[src/rtl/nibble_serial_alu_pkg.sv]
// nibble_serial_alu_pkg: shared op encodings, FSM states and B-side mux helper
package nibble_serial_alu_pkg;
  localparam logic [1:0] ALU_ADD = 2'b00;
  localparam logic [1:0] ALU_SUB = 2'b01;
  localparam logic [1:0] ALU_INC = 2'b10;
  localparam logic [1:0] ALU_DEC = 2'b11;
  typedef enum logic [1:0] {S_IDLE, S_EXEC, S_DONE} state_t;
  function automatic logic [3:0] alu_d(input logic [3:0] b, input logic [1:0] s);
    return s == ALU_ADD ? b : s == ALU_SUB ? ~b : s == ALU_INC ? 4'h0 : 4'hF;
  endfunction
  function automatic logic d_msb(input logic b, input logic [1:0] s);
    return s == ALU_ADD ? b : s == ALU_SUB ? ~b : s == ALU_INC ? 1'b0 : 1'b1;
  endfunction
endpackage

[src/rtl/nibble_serial_alu_arthmetic_unit.sv]
// arthmetic_unit: 4-bit adder slice with selectable B-side operand
module arthmetic_unit
  import nibble_serial_alu_pkg::*;
(
  input  logic [3:0] a,
  input  logic [3:0] b,
  input  logic [1:0] s,
  input  logic       c_in,
  output logic [3:0] r,
  output logic       c_out
);
  logic [3:0] d;
  assign d = alu_d(b, s);
  assign {c_out, r} = {1'b0, a} + {1'b0, d} + {4'b0, c_in};
endmodule

[src/rtl/nibble_serial_alu.sv]
// nibble_serial_alu: sequences a WIDTH-bit op through a 4-bit unit one nibble per cycle
module nibble_serial_alu
  import nibble_serial_alu_pkg::*;
#(
  parameter int NIBBLES = 4
) (
  input  logic                 clk,
  input  logic                 rst,
  input  logic                 in_valid,
  output logic                 in_ready,
  input  logic [4*NIBBLES-1:0] op_a,
  input  logic [4*NIBBLES-1:0] op_b,
  input  logic [1:0]           sel,
  input  logic                 c_in,
  output logic                 out_valid,
  input  logic                 out_ready,
  output logic [4*NIBBLES-1:0] result,
  output logic                 c_out,
  output logic                 zero,
  output logic                 ovf
);
  localparam int W = 4 * NIBBLES;
  localparam int CW = NIBBLES > 1 ? $clog2(NIBBLES) : 1;
  state_t state, state_nx;
  logic [W-1:0] a_sh, b_sh, res_nx;
  logic [W+3:0] cat;
  logic [1:0] sel_q;
  logic carry, c_nib, last, accept;
  logic [CW-1:0] cnt;
  logic [3:0] r;
  arthmetic_unit u_unit (
    .a(a_sh[3:0]),
    .b(b_sh[3:0]),
    .s(sel_q),
    .c_in(carry),
    .r(r),
    .c_out(c_nib)
  );
  assign in_ready = state == S_IDLE;
  assign out_valid = state == S_DONE;
  assign accept = in_valid & in_ready;
  assign last = cnt == CW'(NIBBLES - 1);
  assign cat = {r, result};
  assign res_nx = cat[W+3:4];
  always_comb begin
    state_nx = state == S_IDLE ? (accept ? S_EXEC : S_IDLE) :
               state == S_EXEC ? (last ? S_DONE : S_EXEC) :
               (out_ready ? S_IDLE : S_DONE);
  end
  always_ff @(posedge clk) state <= rst ? S_IDLE : state_nx;
  always_ff @(posedge clk) begin
    if (rst) begin
      a_sh <= '0;
      b_sh <= '0;
      sel_q <= ALU_ADD;
      carry <= 1'b0;
      cnt <= '0;
      result <= '0;
      c_out <= 1'b0;
      zero <= 1'b0;
      ovf <= 1'b0;
    end else if (accept) begin
      a_sh <= op_a;
      b_sh <= op_b;
      sel_q <= sel;
      carry <= c_in;
      cnt <= '0;
    end else if (state == S_EXEC) begin
      a_sh <= a_sh >> 4;
      b_sh <= b_sh >> 4;
      carry <= c_nib;
      result <= res_nx;
      cnt <= last ? cnt : cnt + 1'b1;
      if (last) begin
        c_out <= c_nib;
        zero <= res_nx == '0;
        ovf <= (a_sh[3] == d_msb(b_sh[3], sel_q)) & (r[3] != a_sh[3]);
      end
    end
  end
endmodule
[config.mk]
export PLATFORM = sky130hd
export DESIGN_NAME = nibble_serial_alu
export DESIGN_NICKNAME = d
export VERILOG_FILES = /design/src/rtl/nibble_serial_alu_pkg.sv /design/src/rtl/nibble_serial_alu_arthmetic_unit.sv /design/src/rtl/nibble_serial_alu.sv
export SDC_FILE = /design/constraint.sdc
export NUM_CORES = 1
export LEC_CHECK = 0
export ABC_AREA = 0
export BUFFER_PORTS_ARGS = -buffer_cell sky130_fd_sc_hd__buf_2
export CAP_MARGIN = 20
export CORE_AREA = 2 2 69 71
export CTS_CLUSTER_SIZE = 8
export DETAILED_ROUTE_END_ITERATION = 7
export DIE_AREA = 0 0 71 73
export PLACE_DENSITY_LB_ADDON = 0.1
export SYNTH_ARGS = -nofsm -noshare
export SYNTH_HDL_FRONTEND = slang
export SYNTH_HIERARCHICAL = 1
export SYNTH_SLANG_ARGS = --single-unit
[constraint.sdc]
create_clock -name clk -period 4 [get_ports clk]
set_input_delay 0.6 -clock clk [delete_from_list [all_inputs] [get_ports clk]]
set_output_delay 0.6 -clock clk [all_outputs]
set_load 0.02 [all_outputs]
**Word level (Yosys, flattened, before mapping)**

Cells that the tools add are included.

- Bitwise operators: 6
- Multiplexer cells: 17
- Add/sub/neg operators: 3
- Reduce and logical (&&, ||, !) cells: 8
- Equality and inequality tests: 7

Operators by type and width:

| cell | number |
|---|---|
| $mux W16 | 4 |
| $logic_not A16 Y1 | 1 |
| $mux W4 | 3 |
| $mux W2 | 4 |
| $eq A2 B2 Y1 const B | 3 |
| $mux W1 | 6 |
| $add A4 B4 Y5 | 1 |
| $add A5 B1 Y5 | 1 |
| $eq A2 B1 Y1 const B | 2 |
| $logic_not A2 Y1 | 2 |
| $not A4 Y4 | 1 |
| $reduce_and A2 Y1 | 2 |
| $not A1 Y1 | 3 |
| $reduce_and A3 Y1 | 1 |
| $add A2 B1 Y2 const B | 1 |
| $and A1 B1 Y1 | 2 |
| $reduce_bool A2 Y1 | 1 |
| $reduce_or A2 Y1 | 1 |
| $eq A1 B1 Y1 | 1 |
| $ne A1 B1 Y1 | 1 |

- Flip-flop bits (word level): 58
- Output and inout bits: 21
- Word-level logic and storage cells: 51
- Bits of input ports: 39

**Longest topological paths before layout**

Gate-level depths: netlist of the first run.

- Depth in word-level cells: 8
- Depth in mapped cells: 9
- Gate-level depth less buffers: 9

**Modules after synthesis**

The synthesis of the first run kept the hierarchy.

Modules (own cells, without submodules):

| module | sequential area each (um^2) | times used | area each (um^2) | cells each |
|---|---|---|---|---|
| nibble_serial_alu | 1161.1 | 1 | 2228.4 | 267 |
| arthmetic_unit | 0.0 | 1 | 205.2 | 25 |

**Least setup slack after synthesis of the first run**

OpenSTA, ideal clock, no wires.

- Kind: reg-to-reg
- Start: register sel_q[0]
- End: register zero
- Arrival time: 2.056 ns
- Slack: 1.875 ns
- Path buffers: 1
- Library setup time: 0.069 ns
- Stages on the path, launching flop included: 8
- Cell sequence: dfxtp_1 -> buf_2 -> xnor2_1 -> fa_1 -> inv_1 -> fa_1 -> or4_1 -> o21ai_1

- Cells in the longest elaborated chain, start to end: 7
- Elaborated cells on any way between the ends: 9
- Classes of those cells: add/sub: 2; eq/ne: 2; mux: 3; reduce/logical: 2

Ends and longest elaborated chain:

| element | line | source |
|---|---|---|
| start, declared | nibble_serial_alu.sv:27 | `logic [1:0] sel_q;` |
| start signal, assigned | nibble_serial_alu.sv:65 | `sel_q <= sel;` |
| $eq A2 B2 Y1 | nibble_serial_alu_pkg.sv:9 | `return s == ALU_ADD ? b : s == ALU_SUB ? ~b : s == ALU_INC ? 4'h0 : 4'hF;` |
| $mux W4 (2 in a row) | nibble_serial_alu_pkg.sv:9 |  |
| $mux W4 * | nibble_serial_alu_pkg.sv:9 |  |
| $add A4 B4 Y5 * | nibble_serial_alu_arthmetic_unit.sv:14 | `assign {c_out, r} = {1'b0, a} + {1'b0, d} + {4'b0, c_in};` |
| $add A5 B1 Y5 * | nibble_serial_alu_arthmetic_unit.sv:14 |  |
| net r[1] | nibble_serial_alu.sv:30 | `logic [3:0] r;` |
| $logic_not A16 Y1 * | nibble_serial_alu.sv:76 | `zero <= res_nx == '0;` |
| end signal, assigned | nibble_serial_alu.sv:60 | `zero <= 1'b0;` |
| end signal, assigned | nibble_serial_alu.sv:76 |  |
| end, declared | nibble_serial_alu.sv:19 | `output logic zero,` |

Mark *: on every way through the listed nets, which the timed path passes. The rest lies on a longest branch.
A chain may end at the register's enable or synchronous reset.

**Worst setup path in the final report of the first run**

Ends and elaborated chain as after synthesis.

==> flow_summary.yaml, run 1 <==
run_status:
  run_status: "complete, no violations"
hold_path:
  min_path_cells: 2
  hold-path-endpoint: "a_sh[4]$_SDFFE_PP0P_"
  worst_hold_startpoint: "a_sh[4]$_SDFFE_PP0P_"
  timing.hold.worst.class: "reg2reg"
route:
  detailedRoute.firstPassIterationCount: 4
  drt_first_iter_violations: 171
  routed_via_density: 5.50
  route.antenna.remaining_nets: 0
  detail_route.drc_violations: 0
  wl_per_cell_um: 14.0
  via_count: 2213
  totalWireLength_um: 5610
worst_setup_path:
  critical_path.reg2reg.endpoint: "zero$_SDFFE_PP0P_"
  cpMostUsedCell: "fa_1"
  endpoint_class_of_the_critical_path: "flip-flop"
  timing.reg2reg.worst_path_depth: 6
  cpMaxStageDelayCell: "or4_1"
  cp.arrival_ns: 2.53
  cp_max_fo: 6
  worstReg2RegStart: "sel_q[0]$_SDFFE_PP0N_"
  critical-path-max-stage-delay_ns: 0.51
  worstPathCellList: "xnor2_1 -> fa_1 -> inv_1 -> fa_1 -> or4_1 -> o21ai_1"
  critical_path.startpoint_type: "flip-flop"
  setup.worst_path.class: "reg2reg"
  timing.critical_path.required_ns: 4.27
  rrSetupSlack_ns: 1.74
grt:
  antenna_violations_before_repair: 0
  grt_overflow_total: 0
  global_route.usage.total: 0.231
  grt_max_degree: 60
  grt_first_pass_wirelength_um: 9030
  first_global_vias: 1998
power:
  max-vdd-ir-drop_mv: 0.330
  design_power_total_mw: 1.35
  power_density_mw_per_mm2: 464
  p_leak_nw: 1.20
logic_synthesis:
  post_synth_main_area_contributors: "dfxtp_1, a21oi_1, nand2_1, a22oi_1, xnor2_1"
  synthesized_instance_count: 292
  mappedNetlistArea_sq_mm: 0.00243
  syn-mean-instance-area_sq_um: 8.33
  syn_nets: 337
  yosys_warnings: 6
  synth_top_cell_by_area: "dfxtp_1"
  synth.top_cell.area_share: 0.477
  synth.yosys.seq_area_share: 0.477
  netlist_top_cells_count: "nand2_1, dfxtp_1, a21oi_1"
  ys_ff_latch: 58
  synth-main-ff-cell: "dfxtp_1"
  library_cells_used_by_synthesis: 31
  share_of_synthesized_flip_flops_with_an_asynchronous_set_or_reset: 0
  synth_enable_flop_cells: 0
  synth_most_common_cell: "nand2_1"
clock_tree:
  post_cts_resize_count: 0
  cts_num_sinks: 58
  post_cts_hold_buffer_count: 0
  clk_transition_reported_paths_ns: 0.06
  cts_h_tree_depth: 3
  cell_at_the_root_of_the_clock_tree: "clkbuf_8"
  postCtsSetupBuffers: 0
  insertion_delay_ns: 0.33
  cts_tree: "done"
  cts-buffers-inserted: 9
  max-clock-path-buffers: 2
sta:
  period_share: 0.564
  rsz0062_at_grt: "false"
  fin_skew_ns: 0.00404
  hold_ws_ns: 0.453
  finalCriticalPeriod_ns: 2.26
  count_of_final_setup_violators: 0
  setup_tns_ns: 0
  fmaxAchievable_mhz: 443
  tightest_slew_ns: 1.02
  post-route-worst-setup-slack_ns: 1.74
  slew_viol_final: 0
  worst_slew_margin_rel: 0.320
  timing.final.hold_violations: 0
cells_and_area:
  fraction_of_final_layout_cells_sized_beyond_drive_strength_1: 0.227
  finalCoreUtilization: 0.643
  nFillCells: 423
  design.final.nets: 388
  antennaDiodeCount: 0
  layoutNonFillerInstCount: 402
  syn2layout_area_growth_pct: 19.8
  finish.instance_area_sq_mm: 0.00292
floorplan:
  die_y_um: 73
  boundary_pins: 60
  coreArea_sq_mm: 0.00454
  die_width_um: 71
  floorplan.initialDensity: 0.537
  fp-row-count: 25
  die_area_sq_mm: 0.00518
placed_design:
  port_buffers: 59
  post-dp-hpwl_um: 3670
  place_inst: 386
  place.gp.congestion: 0.812
  placement.cell_area_sq_mm: 0.00272
  dp_worst_setup_slack_ns: 1.63
run:
  max_cap_violations: 0
[cells in the final DEF (no fill, tap or decap)]
cell type,count
nor2_1,5
nor3b_4,1
buf_2,59
a22oi_1,25
nor2_2,1
nor2b_1,5
bufinv_16,1
nand3_1,9
buf_4,2
a21oi_1,55
nor3_1,2
clkbuf_1,3
nor4_1,3
xnor2_1,6
o21ai_1,2
or4_1,1
clkinv_2,1
mux2i_1,2
a21o_2,1
inv_1,4
nand2_1,72
dfxtp_1,58
nand2b_1,5
nor2b_2,1
nand4_1,1
a311oi_1,1
nand2_2,1
a21o_1,1
xor2_1,2
clkbuf_8,11
fa_1,2
ha_1,4
nand3b_1,1
[worst max path at each step]
stage                                      from                     to  slack [ns]
after CTS                 sel_q[0]$_SDFFE_PP0N_      zero$_SDFFE_PP0P_        1.75
after global routing      sel_q[1]$_SDFFE_PP0N_      zero$_SDFFE_PP0P_        1.53
after floorplan           sel_q[0]$_SDFFE_PP0N_      zero$_SDFFE_PP0P_        1.87
after global placement                 in_valid   a_sh[4]$_SDFFE_PP0P_        1.67
after detailed placement               in_valid  a_sh[10]$_SDFFE_PP0P_        1.63
final                     sel_q[0]$_SDFFE_PP0N_      zero$_SDFFE_PP0P_        1.74
[power breakdown]
group / internal, mW / switching [mW]
Sequential: 0.609 / 0.0216
Combinational: 0.0717 / 0.111
Clock: 0.321 / 0.218
Total: 1.00 / 0.350
[logic make-up (layout without fill, tap and decap cells)]
logic type,Yosys count,in the layout,synth area share
AOI/OAI and AO/OA,85,85,0.205
adders and majority gates,6,6,0.0370
and+or+nand+nor,108,108,0.197
DFF,58,58,0.477
muxes,2,2,0.00823
xor gates and xnor gates,8,8,0.0288
buffers and inverters,25,81,0.0468
[per-layer routing]
layer  share of wire  wire length [um]  GRT usage
met1            0.41              2290      0.269
met4           0.012                65      0.124
met2            0.53              2970      0.388
met3           0.052               294     0.0635
met5               0                 0          0
[worst max-delay path, delay by kind of cell, from the launching register on]
| kind | cells | cell delay (ns) |
|---|---|---|
| and+or+nand+nor | 1 | 0.51 |
| buffers and inverters | 1 | 0.09 |
| DFF | 1 | 0.48 |
| xor gates and xnor gates | 1 | 0.16 |
| adders and majority gates | 2 | 0.83 |
| AOI/OAI and AO/OA | 1 | 0.13 |
[area by class of cell]
cell class | count | area [sq um] | area share
clock buffer | 14 | 163 | 0.0558
clock inverter | 2 | 35.0 | 0.0120
tap | 54 | 67.6 | 0.0232
inverter | 4 | 15.0 | 0.00515
sequential | 58 | 1160 | 0.398
timing repair buffer | 61 | 310 | 0.106
multi-input combinational | 209 | 1160 | 0.399
[registers in the layout (all words and copies together), names as in the netlist]
register,count
a_sh,16
b_sh,16
result,16
cnt,2
sel_q,2
state,2
c_out,1
carry,1
ovf,1
zero,1
Power figures use the tool's default switching activity.
==> run 2: changes to the inputs <==
Settings changed: CORE_AREA 2 2 69 71 to 2 2 72 74, DIE_AREA 0 0 71 73 to 0 0 74 76.
Clock period 4 ns to 2.3 ns, I/O delays scaled along.
==> run 2 against run 1 <==
  * Combinational power is 86% higher
  * Largest power group unchanged
  * Critical endpoint unchanged
  * Die area rose by 8.5%
  * Routed wire length fell by 0.75%
  * Cell count grew 5.2%
  * Critical path type unchanged
==> flow_summary.yaml, run 2 (same netlist as run 1, synthesis figures left out) <==
worst_setup_path:
  cp.arrival_ns: 2.45
  cpMostUsedCell: "fa_1"
  critical_path.reg2reg.endpoint: "zero$_SDFFE_PP0P_"
  critical_path.startpoint_type: "flip-flop"
  worstPathCellList: "nor2b_1 -> xnor2_1 -> fa_1 -> inv_1 -> fa_1 -> or4_1 -> o21ai_1"
  timing.critical_path.required_ns: 2.57
  setup.worst_path.class: "reg2reg"
  cp_max_fo: 6
  endpoint_class_of_the_critical_path: "flip-flop"
  worstReg2RegStart: "sel_q[1]$_SDFFE_PP0N_"
  timing.reg2reg.worst_path_depth: 7
  cpMaxStageDelayCell: "or4_1"
  rrSetupSlack_ns: 0.12
  crit_path_start: "sel_q[1]$_SDFFE_PP0N_"
  critical-path-max-stage-delay_ns: 0.50
route:
  wl_met2_um: 2690
  detail_route.wirelength.met1_um: 2520
  detail_route.drc_violations: 0
  route.antenna.remaining_nets: 0
  wl_per_cell_um: 13.2
  routed_via_density: 5.18
  via_count: 2190
  drt_first_iter_violations: 135
  totalWireLength_um: 5570
  met3_length_um: 297
  maxUsedRoutingLayer: "met4"
  detailedRoute.firstPassIterationCount: 4
cells_and_area:
  layout_top_registers: "a_sh (16), b_sh (16), result (16)"
  layout.cells.most_common: "nand2_1"
  design.final.nets: 396
  antennaDiodeCount: 0
  layoutNonFillerInstCount: 423
  most-common-layout-cells: "nand2_1, buf_2, dfxtp_1, a21oi_1, a22oi_1"
  syn2layout_area_growth_pct: 22.0
  regArea_sq_mm: 0.00116
  multi_input_area_sq_mm: 0.00118
  nFillCells: 458
  finish.instance_area_sq_mm: 0.00297
  fraction_of_final_layout_cells_sized_beyond_drive_strength_1: 0.244
hold_path:
  min_path_cells: 3
  timing.hold.worst.class: "in2reg"
  hold-path-endpoint: "b_sh[13]$_SDFFE_PP0P_"
  worst_hold_startpoint: "op_b[13]"
run:
  max_cap_violations: 0
sta:
  worst_slew_margin_rel: 0.648
  count_of_final_setup_violators: 0
  fin_skew_ns: 0.00434
  finalCriticalPeriod_ns: 2.18
  setup_tns_ns: 0
  period_share: 0.950
  fmaxAchievable_mhz: 458
  post-route-worst-setup-slack_ns: 0.116
  tightest_slew_ns: 0.528
  hold_ws_ns: 0.252
  slew_viol_final: 0
  timing.final.hold_violations: 0
  rsz0062_at_grt: "false"
placed_design:
  port_buffers: 59
  dp_worst_setup_slack_ns: 0.133
  post-dp-hpwl_um: 3800
  placement.cell_area_sq_mm: 0.00280
  place_inst: 410
  place.gp.congestion: 0.748
power:
  max-vdd-ir-drop_mv: 0.396
  power_density_mw_per_mm2: 751
  p_leak_nw: 1.23
clock_tree:
  cts-buffers-inserted: 9
  postCtsSetupBuffers: 0
  max-clock-path-buffers: 2
  cts_num_sinks: 58
  cts_tree: "done"
  cts_h_tree_depth: 3
  clk_transition_reported_paths_ns: 0.06
  cell_at_the_root_of_the_clock_tree: "clkbuf_8"
  insertion_delay_ns: 0.33
grt:
  grt_max_degree: 31
  global_route.usage.total: 0.220
  first_global_vias: 1971
  grt_first_pass_wirelength_um: 9420
  grt_overflow_total: 0
  antenna_violations_before_repair: 0
floorplan:
  coreArea_sq_mm: 0.00491
  boundary_pins: 60
  die_width_um: 74
  die_y_um: 76
  floorplan.initialDensity: 0.495
  die_area_sq_mm: 0.00562
  fp-row-count: 26
run_status:
  run_status: "complete, no violations"
==> run 2: cell types whose count changed in the layout (fill, tap and decap cells not counted), sizes merged <==
cell,before,now
clkinv,1,0
buf,61,69
clkbuf,14,13
bufinv,1,0
==> run 2: area by class of cell <==
class,count,share of cell area
Multi-Input combinational cell,209,0.396
Sequential cell,58,0.391
Timing Repair Buffer,69,0.125
Clock buffer,13,0.0535
Tap cell,70,0.0295
Inverter,4,0.00506
==> run 2: timing repair <==
action	4_1_cts	5_1_grt
endpoints found under the setup margin	0	1
resized for setup	0	1
hold buffers	0	0
==> run 2: layer usage <==
layer	track usage	up-vias
li1	-	1123
met3	0.0661	6
met2	0.331	65
met4	0.0836	0
met1	0.294	996
met5	0	-
==> run 2: worst max-delay path: cells and delay by family (launching register included) <==
kind,cells,cell delay [ns]
AO/OA/AOI/OAI,1,0.13
XOR/XNOR,1,0.14
adder cells (fa/ha/maj),2,0.81
buffers and inverters,1,0.09
flip-flops,1,0.38
AND/OR/NAND/NOR,2,0.58
==> run 2: worst max path at each step <==
stage                                    to  slack, ns
after detailed placement  zero$_SDFFE_PP0P_       0.13
after global routing      zero$_SDFFE_PP0P_      0.008
after floorplan           zero$_SDFFE_PP0P_       0.17
final                     zero$_SDFFE_PP0P_       0.12
after global placement    zero$_SDFFE_PP0P_       0.16
after CTS                 zero$_SDFFE_PP0P_       0.12
==> run 2: report_power, final <==
group | leakage (nW) | internal (mW) | switching (mW) | total, mW
Sequential | 0.474 | 1.06 | 0.0356 | 1.09
Combinational | 0.670 | 0.142 | 0.196 | 0.338
Clock | 0.0815 | 0.433 | 0.365 | 0.798
==> run 2: per-stage QoR <==
stage               total power, mW   util
finish                         2.23  0.604
global route                   2.35  0.604
CTS                            2.25  0.603
detailed placement             1.45  0.571
global placement               1.45  0.571
floorplan                      1.34      -
